[src/rtl/filtro_distancia_if.sv]
// Bus bundle for the ultrasonic distance filter.
// Handshake: dato_valido is a one-cycle strobe qualifying distancia_cm; the
// filter has no ready signal and accepts every strobe on the rising edge.
// estado_dbg exposes the filter FSM state (0=VACIO, 1=LLENO, 2=FALLA).
interface filtro_distancia_if;
  logic [15:0] distancia_cm;
  logic        dato_valido;
  logic [15:0] promedio_cm;
  logic        promedio_valido;
  logic        objeto_cerca;
  logic        falla_sensor;
  logic [1:0]  estado_dbg;

  // Producer of raw samples / consumer of filtered results
  modport master (
    output distancia_cm, dato_valido,
    input  promedio_cm, promedio_valido, objeto_cerca, falla_sensor, estado_dbg
  );

  // The filter itself
  modport slave (
    input  distancia_cm, dato_valido,
    output promedio_cm, promedio_valido, objeto_cerca, falla_sensor, estado_dbg
  );
endinterface

[src/rtl/filtro_distancia.sv]
// Distance filter: clamps raw ultrasonic samples, averages them over a
// 4-sample moving window, derives a hysteretic proximity flag and watches
// for a silent sensor. Optional median-of-3 pre-filter is enabled by
// defining FILTRO_MEDIANA_EN; the default build leaves it out entirely.
module filtro_distancia #(
  parameter int CLOCK_FREQ   = 50000000,
  parameter int UMBRAL_CERCA = 20,
  parameter int UMBRAL_LEJOS = 25,
  parameter int DIST_MAX     = 400,
  parameter int TIMEOUT_MS   = 100
) (
  input logic               clk,
  input logic               rst,
  filtro_distancia_if.slave bus
);

  localparam int LIMITE = CLOCK_FREQ / 1000 * TIMEOUT_MS;
  localparam int WD_W   = (LIMITE < 2) ? 1 : $clog2(LIMITE + 1);

  localparam logic [15:0]   DMAX   = 16'(DIST_MAX);
  localparam logic [15:0]   CERCA  = 16'(UMBRAL_CERCA);
  localparam logic [15:0]   LEJOS  = 16'(UMBRAL_LEJOS);
  localparam logic [WD_W-1:0] WD_LIM = WD_W'(LIMITE);

  typedef enum logic [1:0] {
    VACIO = 2'd0,
    LLENO = 2'd1,
    FALLA = 2'd2
  } estado_t;

  estado_t estado_q, estado_d;

  logic            acepta;
  logic [15:0]     recortado;
  logic [15:0]     filtrado;

  logic [WD_W-1:0] wd_q, wd_d;
  logic            expira;

  logic [3:0][15:0] win_q, win_d;
  logic [17:0]      suma_q, suma_d;
  logic [1:0]       fill_q, fill_d;
  logic [15:0]      prom_q, prom_d;
  logic             cerca_q, cerca_d;
  logic             entra_falla;

  assign acepta    = bus.dato_valido;
  assign recortado = (bus.distancia_cm > DMAX) ? DMAX : bus.distancia_cm;

`ifdef FILTRO_MEDIANA_EN
  // Two previous clamped samples and how many of them are meaningful
  logic [15:0] hist1_q, hist1_d;
  logic [15:0] hist2_q, hist2_d;
  logic [1:0]  mcnt_q, mcnt_d;

  function automatic logic [15:0] mediana3(input logic [15:0] a,
                                           input logic [15:0] b,
                                           input logic [15:0] c);
    logic [15:0] lo, hi, m;
    lo = (a < b) ? a : b;
    hi = (a < b) ? b : a;
    m  = (hi < c) ? hi : c;
    return (lo > m) ? lo : m;
  endfunction

  // Median selection and history update; history restarts after a fault
  always_comb begin
    hist1_d  = hist1_q;
    hist2_d  = hist2_q;
    mcnt_d   = mcnt_q;
    filtrado = (mcnt_q == 2'd2) ? mediana3(recortado, hist1_q, hist2_q) : recortado;
    if (entra_falla) begin
      hist1_d = '0;
      hist2_d = '0;
      mcnt_d  = '0;
    end else if (acepta) begin
      hist2_d = hist1_q;
      hist1_d = recortado;
      if (mcnt_q != 2'd2) mcnt_d = mcnt_q + 2'd1;
    end
  end

  // Median history registers
  always_ff @(posedge clk or posedge rst) begin
    if (rst) begin
      hist1_q <= '0;
      hist2_q <= '0;
      mcnt_q  <= '0;
    end else begin
      hist1_q <= hist1_d;
      hist2_q <= hist2_d;
      mcnt_q  <= mcnt_d;
    end
  end
`else
  assign filtrado = recortado;
`endif

  // Watchdog: clears on a sample, otherwise counts up and saturates
  always_comb begin
    if (acepta)              wd_d = '0;
    else if (wd_q == WD_LIM) wd_d = wd_q;
    else                     wd_d = wd_q + 1'b1;
    expira = !acepta && (wd_d == WD_LIM);
  end

  // FSM state register
  always_ff @(posedge clk or posedge rst) begin
    if (rst) estado_q <= VACIO;
    else     estado_q <= estado_d;
  end

  // FSM next state; a sample always wins over an expiring watchdog
  always_comb begin
    estado_d = estado_q;
    case (estado_q)
      VACIO: begin
        if (acepta && fill_q == 2'd3) estado_d = LLENO;
        else if (expira)              estado_d = FALLA;
      end
      LLENO: begin
        if (expira) estado_d = FALLA;
      end
      FALLA: begin
        if (acepta) estado_d = VACIO;
      end
      default: estado_d = VACIO;
    endcase
  end

  // FSM outputs
  always_comb begin
    bus.falla_sensor    = (estado_q == FALLA);
    bus.promedio_valido = (estado_q == LLENO);
    bus.estado_dbg      = estado_q;
  end

  assign entra_falla     = (estado_q != FALLA) && (estado_d == FALLA);
  assign bus.promedio_cm = prom_q;
  assign bus.objeto_cerca = cerca_q;

  // Window, running sum, fill count, average and proximity flag
  always_comb begin
    win_d   = win_q;
    suma_d  = suma_q;
    fill_d  = fill_q;
    prom_d  = prom_q;
    cerca_d = cerca_q;
    if (entra_falla) begin
      win_d   = '0;
      suma_d  = '0;
      fill_d  = '0;
      prom_d  = '0;
      cerca_d = 1'b0;
    end else if (acepta) begin
      if (estado_q == FALLA) begin
        // Restart from an empty window with this sample as the first one
        win_d    = '0;
        win_d[0] = filtrado;
        suma_d   = 18'(filtrado);
        fill_d   = 2'd1;
        prom_d   = '0;
        cerca_d  = 1'b0;
      end else begin
        win_d  = {win_q[2:0], filtrado};
        suma_d = suma_q + 18'(filtrado) - 18'(win_q[3]);
        if (estado_q == VACIO) fill_d = fill_q + 2'd1;
        if (estado_d == LLENO) begin
          prom_d = suma_d[17:2];
          if (prom_d <= CERCA)      cerca_d = 1'b1;
          else if (prom_d >= LEJOS) cerca_d = 1'b0;
        end
      end
    end
  end

  // Datapath and watchdog registers
  always_ff @(posedge clk or posedge rst) begin
    if (rst) begin
      win_q   <= '0;
      suma_q  <= '0;
      fill_q  <= '0;
      prom_q  <= '0;
      cerca_q <= 1'b0;
      wd_q    <= '0;
    end else begin
      win_q   <= win_d;
      suma_q  <= suma_d;
      fill_q  <= fill_d;
      prom_q  <= prom_d;
      cerca_q <= cerca_d;
      wd_q    <= wd_d;
    end
  end

endmodule

[src/flat_wrapper.sv]
// flat-port wrapper written by rule: the top's interface ports become plain ports
module filtro_distancia_flat 
#(
  parameter int CLOCK_FREQ   = 50000000,
  parameter int UMBRAL_CERCA = 20,
  parameter int UMBRAL_LEJOS = 25,
  parameter int DIST_MAX     = 400,
  parameter int TIMEOUT_MS   = 100
)
  (clk, rst, bus_distancia_cm, bus_dato_valido, bus_promedio_cm, bus_promedio_valido, bus_objeto_cerca, bus_falla_sensor, bus_estado_dbg);
  filtro_distancia_if bus_i ();
  input logic clk;
  input logic rst;
  input wire logic [$bits(bus_i.distancia_cm)-1:0] bus_distancia_cm;
  input wire logic [$bits(bus_i.dato_valido)-1:0] bus_dato_valido;
  output wire logic [$bits(bus_i.promedio_cm)-1:0] bus_promedio_cm;
  output wire logic [$bits(bus_i.promedio_valido)-1:0] bus_promedio_valido;
  output wire logic [$bits(bus_i.objeto_cerca)-1:0] bus_objeto_cerca;
  output wire logic [$bits(bus_i.falla_sensor)-1:0] bus_falla_sensor;
  output wire logic [$bits(bus_i.estado_dbg)-1:0] bus_estado_dbg;
  assign bus_i.distancia_cm = bus_distancia_cm;
  assign bus_i.dato_valido = bus_dato_valido;
  assign bus_promedio_cm = bus_i.promedio_cm;
  assign bus_promedio_valido = bus_i.promedio_valido;
  assign bus_objeto_cerca = bus_i.objeto_cerca;
  assign bus_falla_sensor = bus_i.falla_sensor;
  assign bus_estado_dbg = bus_i.estado_dbg;
  filtro_distancia #(.CLOCK_FREQ(CLOCK_FREQ), .UMBRAL_CERCA(UMBRAL_CERCA), .UMBRAL_LEJOS(UMBRAL_LEJOS), .DIST_MAX(DIST_MAX), .TIMEOUT_MS(TIMEOUT_MS)) u_core (.clk(clk), .rst(rst), .bus(bus_i));
endmodule
[config.mk]
export PLATFORM = sky130hd
export DESIGN_NAME = filtro_distancia_flat
export DESIGN_NICKNAME = d
export VERILOG_FILES = /design/src/rtl/filtro_distancia_if.sv /design/src/rtl/filtro_distancia.sv /design/src/flat_wrapper.sv
export SDC_FILE = /design/constraint.sdc
export NUM_CORES = 1
export LEC_CHECK = 0
export CELL_PAD_IN_SITES_DETAIL_PLACEMENT = 1
export CELL_PAD_IN_SITES_GLOBAL_PLACEMENT = 2
export CORE_MARGIN = 8
export CORE_UTILIZATION = 39
export DETAILED_ROUTE_END_ITERATION = 8
export GPL_ROUTABILITY_DRIVEN = 0
export PLACE_DENSITY = 0.78
export SETUP_SLACK_MARGIN = 0.02
export SLEW_MARGIN = 25
export SYNTH_ARGS = -nofsm -noshare
export SYNTH_HDL_FRONTEND = slang
export SYNTH_SLANG_ARGS = --single-unit
[constraint.sdc]
create_clock -name clk -period 5.55 [get_ports clk]
set_input_delay 0.8325 -clock clk [delete_from_list [all_inputs] [get_ports clk]]
set_output_delay 0.8325 -clock clk [all_outputs]
set_load 0.02 [all_outputs]
# Yosys cells after proc, flatten, opt, wreduce, memory -nomap -nowiden
# Index checks and enable logic that the tools add are counted.
# Widths: inputs -> output; s select.
dict set report word_totals {
  output_inout_bits 21
  reg_bits 126
  wordCells 64
  input_bits 19
}
dict set report op_classes {
  reduce_logical 12
  n_eq_ne 8
  n_addsub 4
  n_lt_le_gt_ge 3
  mux 27
}
# operator count
set ops {}
lappend ops {{$mux 64} 3}
lappend ops {{$mux 16} 5}
lappend ops {{$mux 18} 3}
lappend ops {{$eq 23x23->1 const B} 2}
lappend ops {{$mux 23} 2}
lappend ops {{$add 23x1->23 const B} 1}
lappend ops {{$add 18x16->18} 1}
lappend ops {{$sub 18x16->18} 1}
lappend ops {{$ge 16x5->1 const B} 1}
lappend ops {{$gt 16x9->1 const B} 1}
lappend ops {{$le 16x5->1 const B} 1}
lappend ops {{$mux 2} 7}
lappend ops {{$eq 2x2->1 const B} 3}
lappend ops {{$mux 1} 6}
lappend ops {{$pmux 2 s3} 1}
lappend ops {{$reduce_bool 3->1} 2}
lappend ops {{$eq 2x1->1 const B} 2}
lappend ops {{$reduce_and 2->1} 2}
lappend ops {{$reduce_bool 4->1} 1}
lappend ops {{$logic_and 1x1->1} 3}
lappend ops {{$reduce_and 3->1} 1}
lappend ops {{$add 2x1->2 const B} 1}
lappend ops {{$logic_not 2->1} 1}
lappend ops {{$ne 2x2->1 const B} 1}
lappend ops {{2 further kinds} 2}

# Logic depth before layout (Yosys ltp)
dict set report depth {
  depth_word 13
  depth_mapped 17
  ltp_nobuf 17
}

# Worst setup path before layout
# OpenSTA, ideal clock, no wires.
dict set report synth_path {
  path_type {in2reg}
  from {in bus_distancia_cm[0]}
  to {reg u_core.cerca_q (netlist: u_core.bus.objeto_cerca)}
  t_required_ns 5.483
  path_slack_ns 0.882
  n_path_buf 1
  cell_stages 16
  arrival_time_ns 4.602
  setup_ns 0.067
  cell_sequence {o41ai_1 nand2_1 a31oi_1 clkbuf_1 nand2_1 fa_1 inv_1 ha_1 a211oi_1 o21ai_0 a32oi_1 o21bai_1 xor2_1 or3_1 o41ai_1 and3b_1}
}
dict set report synth_via {
  elab_chain_len 10
  word_cells_on_any_way 13
  cone_classes {add/sub: 2; order compare: 3; mux: 6; reduce/logical: 2}
}
# element line_no
set synth_rtl {}
lappend synth_rtl {{start: declaration} flat_wrapper.sv:14} ;# input wire logic [$bits(bus_i.distancia_cm)-1:0] bus_distancia_cm;
lappend synth_rtl {{$gt 16x9->1} filtro_distancia.sv:48} ;# assign recortado = (bus.distancia_cm > DMAX) ? DMAX : bus.distancia_cm;
lappend synth_rtl {{$mux 16 (*)} filtro_distancia.sv:48}
lappend synth_rtl {{$add 18x16->18 (*)} filtro_distancia.sv:166} ;# suma_d = suma_q + 18'(filtrado) - 18'(win_q[3]);
lappend synth_rtl {{$sub 18x16->18 (*)} filtro_distancia.sv:166}
lappend synth_rtl {{$le 16x5->1} filtro_distancia.sv:170} ;# if (prom_d <= CERCA) cerca_d = 1'b1;
lappend synth_rtl {{$mux 1} filtro_distancia.sv:170}
lappend synth_rtl {{$mux 1} filtro_distancia.sv:168} ;# if (estado_d == LLENO) begin
lappend synth_rtl {{$mux 1} filtro_distancia.sv:156} ;# if (estado_q == FALLA) begin
lappend synth_rtl {{$mux 1} filtro_distancia.sv:155} ;# end else if (acepta) begin
lappend synth_rtl {{$mux 1} filtro_distancia.sv:149} ;# if (entra_falla) begin
lappend synth_rtl {{end signal: assignment} filtro_distancia.sv:191} ;# cerca_q <= cerca_d;
lappend synth_rtl {{end: declaration} filtro_distancia.sv:44} ;# logic cerca_q, cerca_d;
# Mark *: on every way between the ends. The rest lies on a longest branch, timed or not. The select of a mux whose other input is x is not followed.
# A chain may end at the register's enable or synchronous reset.

# Worst setup path in the final report
dict set report layout_path {
  from {in bus_distancia_cm[1]}
  to {reg u_core.cerca_q (netlist: u_core.bus.objeto_cerca)}
}
# The elaborated chain is that of the path after synthesis.

==> results.yml <==
power_and_ir_drop:
  leakagePower_uw: 0.00371
  ir_drop_uv: 260
  switching_share_pct: 39.3
  powerDensity_nw_per_um2: 536
  p_int_uw: 2680
  clock_power_share_pct: 26.0
  switchingPower_uw: 1730
  p_total_uw: 4410
  power_frac_comb_pct: 47.6
  pwr-share-seq_pct: 26.3
die:
  die_h_um: 150
  die_area_um2: 22500
  start_util_pct: 39.4
  dieWidth_um: 150
  fp-row-count: 49
  coreArea_um2: 17800
  io_pins: 40
cts:
  clock_latency_ns: 0.42
  clockRootBuffer: "clkbuf_16"
  cts.sinks: 126
  cts_made_buffers: 17
  cts_tree: "done"
  htreeDepth: 4
  cts.path.max_buffers: 2
  hold_buffers: 0
  path_clk_slew_ns: 0.05
  post-cts-setup-buffers: 0
  ctsResizeCount: 0
routing:
  drc: 0
  avgViaCountPerCell: 5.44
  wirelength_mm: 18.6
  avgRoutedWirePerCell_um: 18.7
  ant_nets: 0
  vias: 5427
  first_pass_iters: 4
  drtIter0Drc: 296
synthesis:
  synth.yosys.seq_area_share_pct: 45.0
  ys_warn_count: 0
  synth_cells: 715
  postSynthAreaPerCell_um2: 9.80
  synth.most_common_cell: "dfrtp_1"
  async_flop_share_pct: 100
  synthDistinctLibCells: 68
  yosysTopAreaCellShare_pct: 45.0
  synth_edf_count: 0
  synth-seq-cells: 126
  ys.flop_type: "dfrtp_1"
  synth_top_area_cell: "dfrtp_1"
  syn-cell-area_um2: 7010
  synth_commonest_cells: "dfrtp_1 (126), nor2_1 (78), inv_1 (65), a22o_1 (54), nand2_1 (45)"
  yosys-top-cells-area: "dfrtp_1 (45%), a22o_1 (6.7%), fa_1 (4.6%), nor2_1 (4.2%), ha_1 (3.7%)"
worst_hold_path:
  holdPathEnd: "u_core.win_q[12]"
  worstHoldStart: "u_core.win_q[12]"
  hold_depth: 1
  min_path_type: "reg -> reg"
sta:
  fin_crit_ns: 5.08
  maxSlewHeadroom_pct: 45.1
  fmax_ghz: 0.197
  hold_violations: 0
  finalSetupViolCount: 0
  tightest_slew_ns: 0.824
  rsz0062_at_grt: "false"
  finClkSkew_ns: 0.0103
  timing.final.crit_share_pct: 91.6
  slew_viol_final: 0
  setup_tns_ns: 0
global_route:
  grt_pass1_wl_mm: 31.6
  antenna_found_initial: 0
  grt_pass1_vias: 5947
  grt_max_degree: 55
  track_usage_pct: 17.8
  grt.overflow.total: 0
placed_design:
  post_dp_cell_area_um2: 7620
  io_buffers: 39
  dp_hpwl_mm: 13.2
flow_run:
  max_cap_violations: 0
final_layout:
  syn_to_final_growth_pct: 17.4
  drive_above_1_share_pct: 9.11
  multiInputGateArea_um2: 3430
  seqCellArea_um2: 3150
  design_area_um2: 8230
  n_antenna_cell: 0
  nets: 811
  utilization_pct: 46.3
  nFillCells: 2003
status:
  outcome: "finished clean"
critical_path:
  crit_type: "in -> reg"
  rrSetupSlack_ns: 1.70
  cp_data_required_time_ns: 5.90
  cp_max_fo: 10
  r2r_start: "u_core.wd_q[17]"
  timing.rr.end: "u_core.bus.promedio_cm[6]"
  worstRegToRegCells: 9
  crit_path_end_kind: "register"
  start_kind: "primary input"
  critPathArrivalTime_ns: 5.44
-- through the flow --
step           hold slack [ns]  instances  worst slack, ns
2_1_floorplan            0.454        721            0.882
3_3_place_gp             0.469        965            0.333
3_5_place_dp             0.476        965           0.0817
4_1_cts                  0.494        997            0.480
5_1_grt                  0.507        997            0.138
6_report                 0.492        997            0.467
-- layout make-up --
cell class	count	share of cell area [%]
repair buffers	55	6.15
multi-input cells	490	41.7
clock buffers	24	6.10
well taps	229	3.48
clock inverters	8	1.28
flip-flops and latches	126	38.3
inverters	65	3.00
-- routing by layer --
| layer | vias up | global-route usage [%] | share of wire (%) |
|---|---|---|---|
| met1 | 2780 | 23.4 | 47 |
| met2 | 63 | 28.4 | 48 |
| met5 | - | 0 | 0 |
| li1 | 2562 | - | - |
| met3 | 22 | 4.54 | 3.2 |
| met4 | 0 | 5.35 | 1.7 |
-- registers in the layout, summed over array words and instances (netlist names) --
signal / cells
u_core.bus.promedio_cm: 16
u_core.fill_q: 2
u_core.wd_q: 23
u_core.win_q: 64
u_core.bus.estado_dbg: 2
u_core.suma_q: 18
u_core.bus.objeto_cerca: 1
-- critical path, cell delays in order --
cell and delay (ns):
clkdlybuf4s50_1 0.48, o41ai_1 0.37, nand2_1 0.09, a31oi_1 0.22
buf_4 0.22, nand2_1 0.09, fa_1 0.49, inv_1 0.04
ha_1 0.32, a2111oi_0 0.47, o21ai_0 0.29, a32oi_1 0.41
o21bai_1 0.12, xor2_1 0.17, or3_1 0.32, o41ai_1 0.31
and3b_1 0.20
-- power groups by stage --
stage | registers, uW | clock network (uW) | logic, uW
CTS | 1160 | 1170 | 2120
global placement | 1170 | 0 | 2050
global route | 1180 | 1210 | 2360
finish | 1160 | 1150 | 2100
floorplan | 1230 | 0 | 1400
detailed placement | 1180 | 0 | 2090
-- layout by cell type, fill, tap and decap left out, types with 8 or more instances in the layout --
cell type        Yosys  final
a22oi_1              9      9
nand2b_1            11     11
and2_1              10      9
xor2_1              12     12
dfrtp_1            126    126
ha_1                21     21
a21oi_1             31     31
clkbuf_16            0     17
a211oi_1             8      8
nor2_1              78     78
nor2b_1              8      8
nor3_1              15     15
nand2_1             45     45
nand3_1             21     21
clkdlybuf4s50_1      0     38
buf_4                2     16
o21ai_0             20     20
a22o_1              54     54
xnor2_1             22     22
inv_1               65     64
fa_1                16     16
-- worst max-delay path by stage --
stage	slack (ns)	depth (start not counted)	from	to
after floorplan	0.88	16	bus_distancia_cm[0]	u_core.bus.objeto_cerca
after global placement	0.33	17	bus_distancia_cm[1]	u_core.bus.objeto_cerca
after detailed placement	0.08	17	bus_distancia_cm[1]	u_core.bus.objeto_cerca
after CTS	0.48	17	bus_distancia_cm[1]	u_core.bus.objeto_cerca
after global routing	0.14	17	bus_distancia_cm[1]	u_core.bus.objeto_cerca
final	0.47	17	bus_distancia_cm[1]	u_core.bus.objeto_cerca
-- kinds of logic (layout without fill, tap and decap cells) --
kind of cell	Yosys count	after routing	share of synthesized area, %
and+or+nand+nor	230	230	16.5
adders and majority gates	37	37	8.32
AOI/OAI and AO/OA	172	172	17.9
muxes	10	10	1.50
other	1	7	0.0535
buffers and inverters	105	152	6.48
xor gates and xnor gates	34	34	4.25
DFF	126	126	45.0
(Power assumes the default switching activity.)
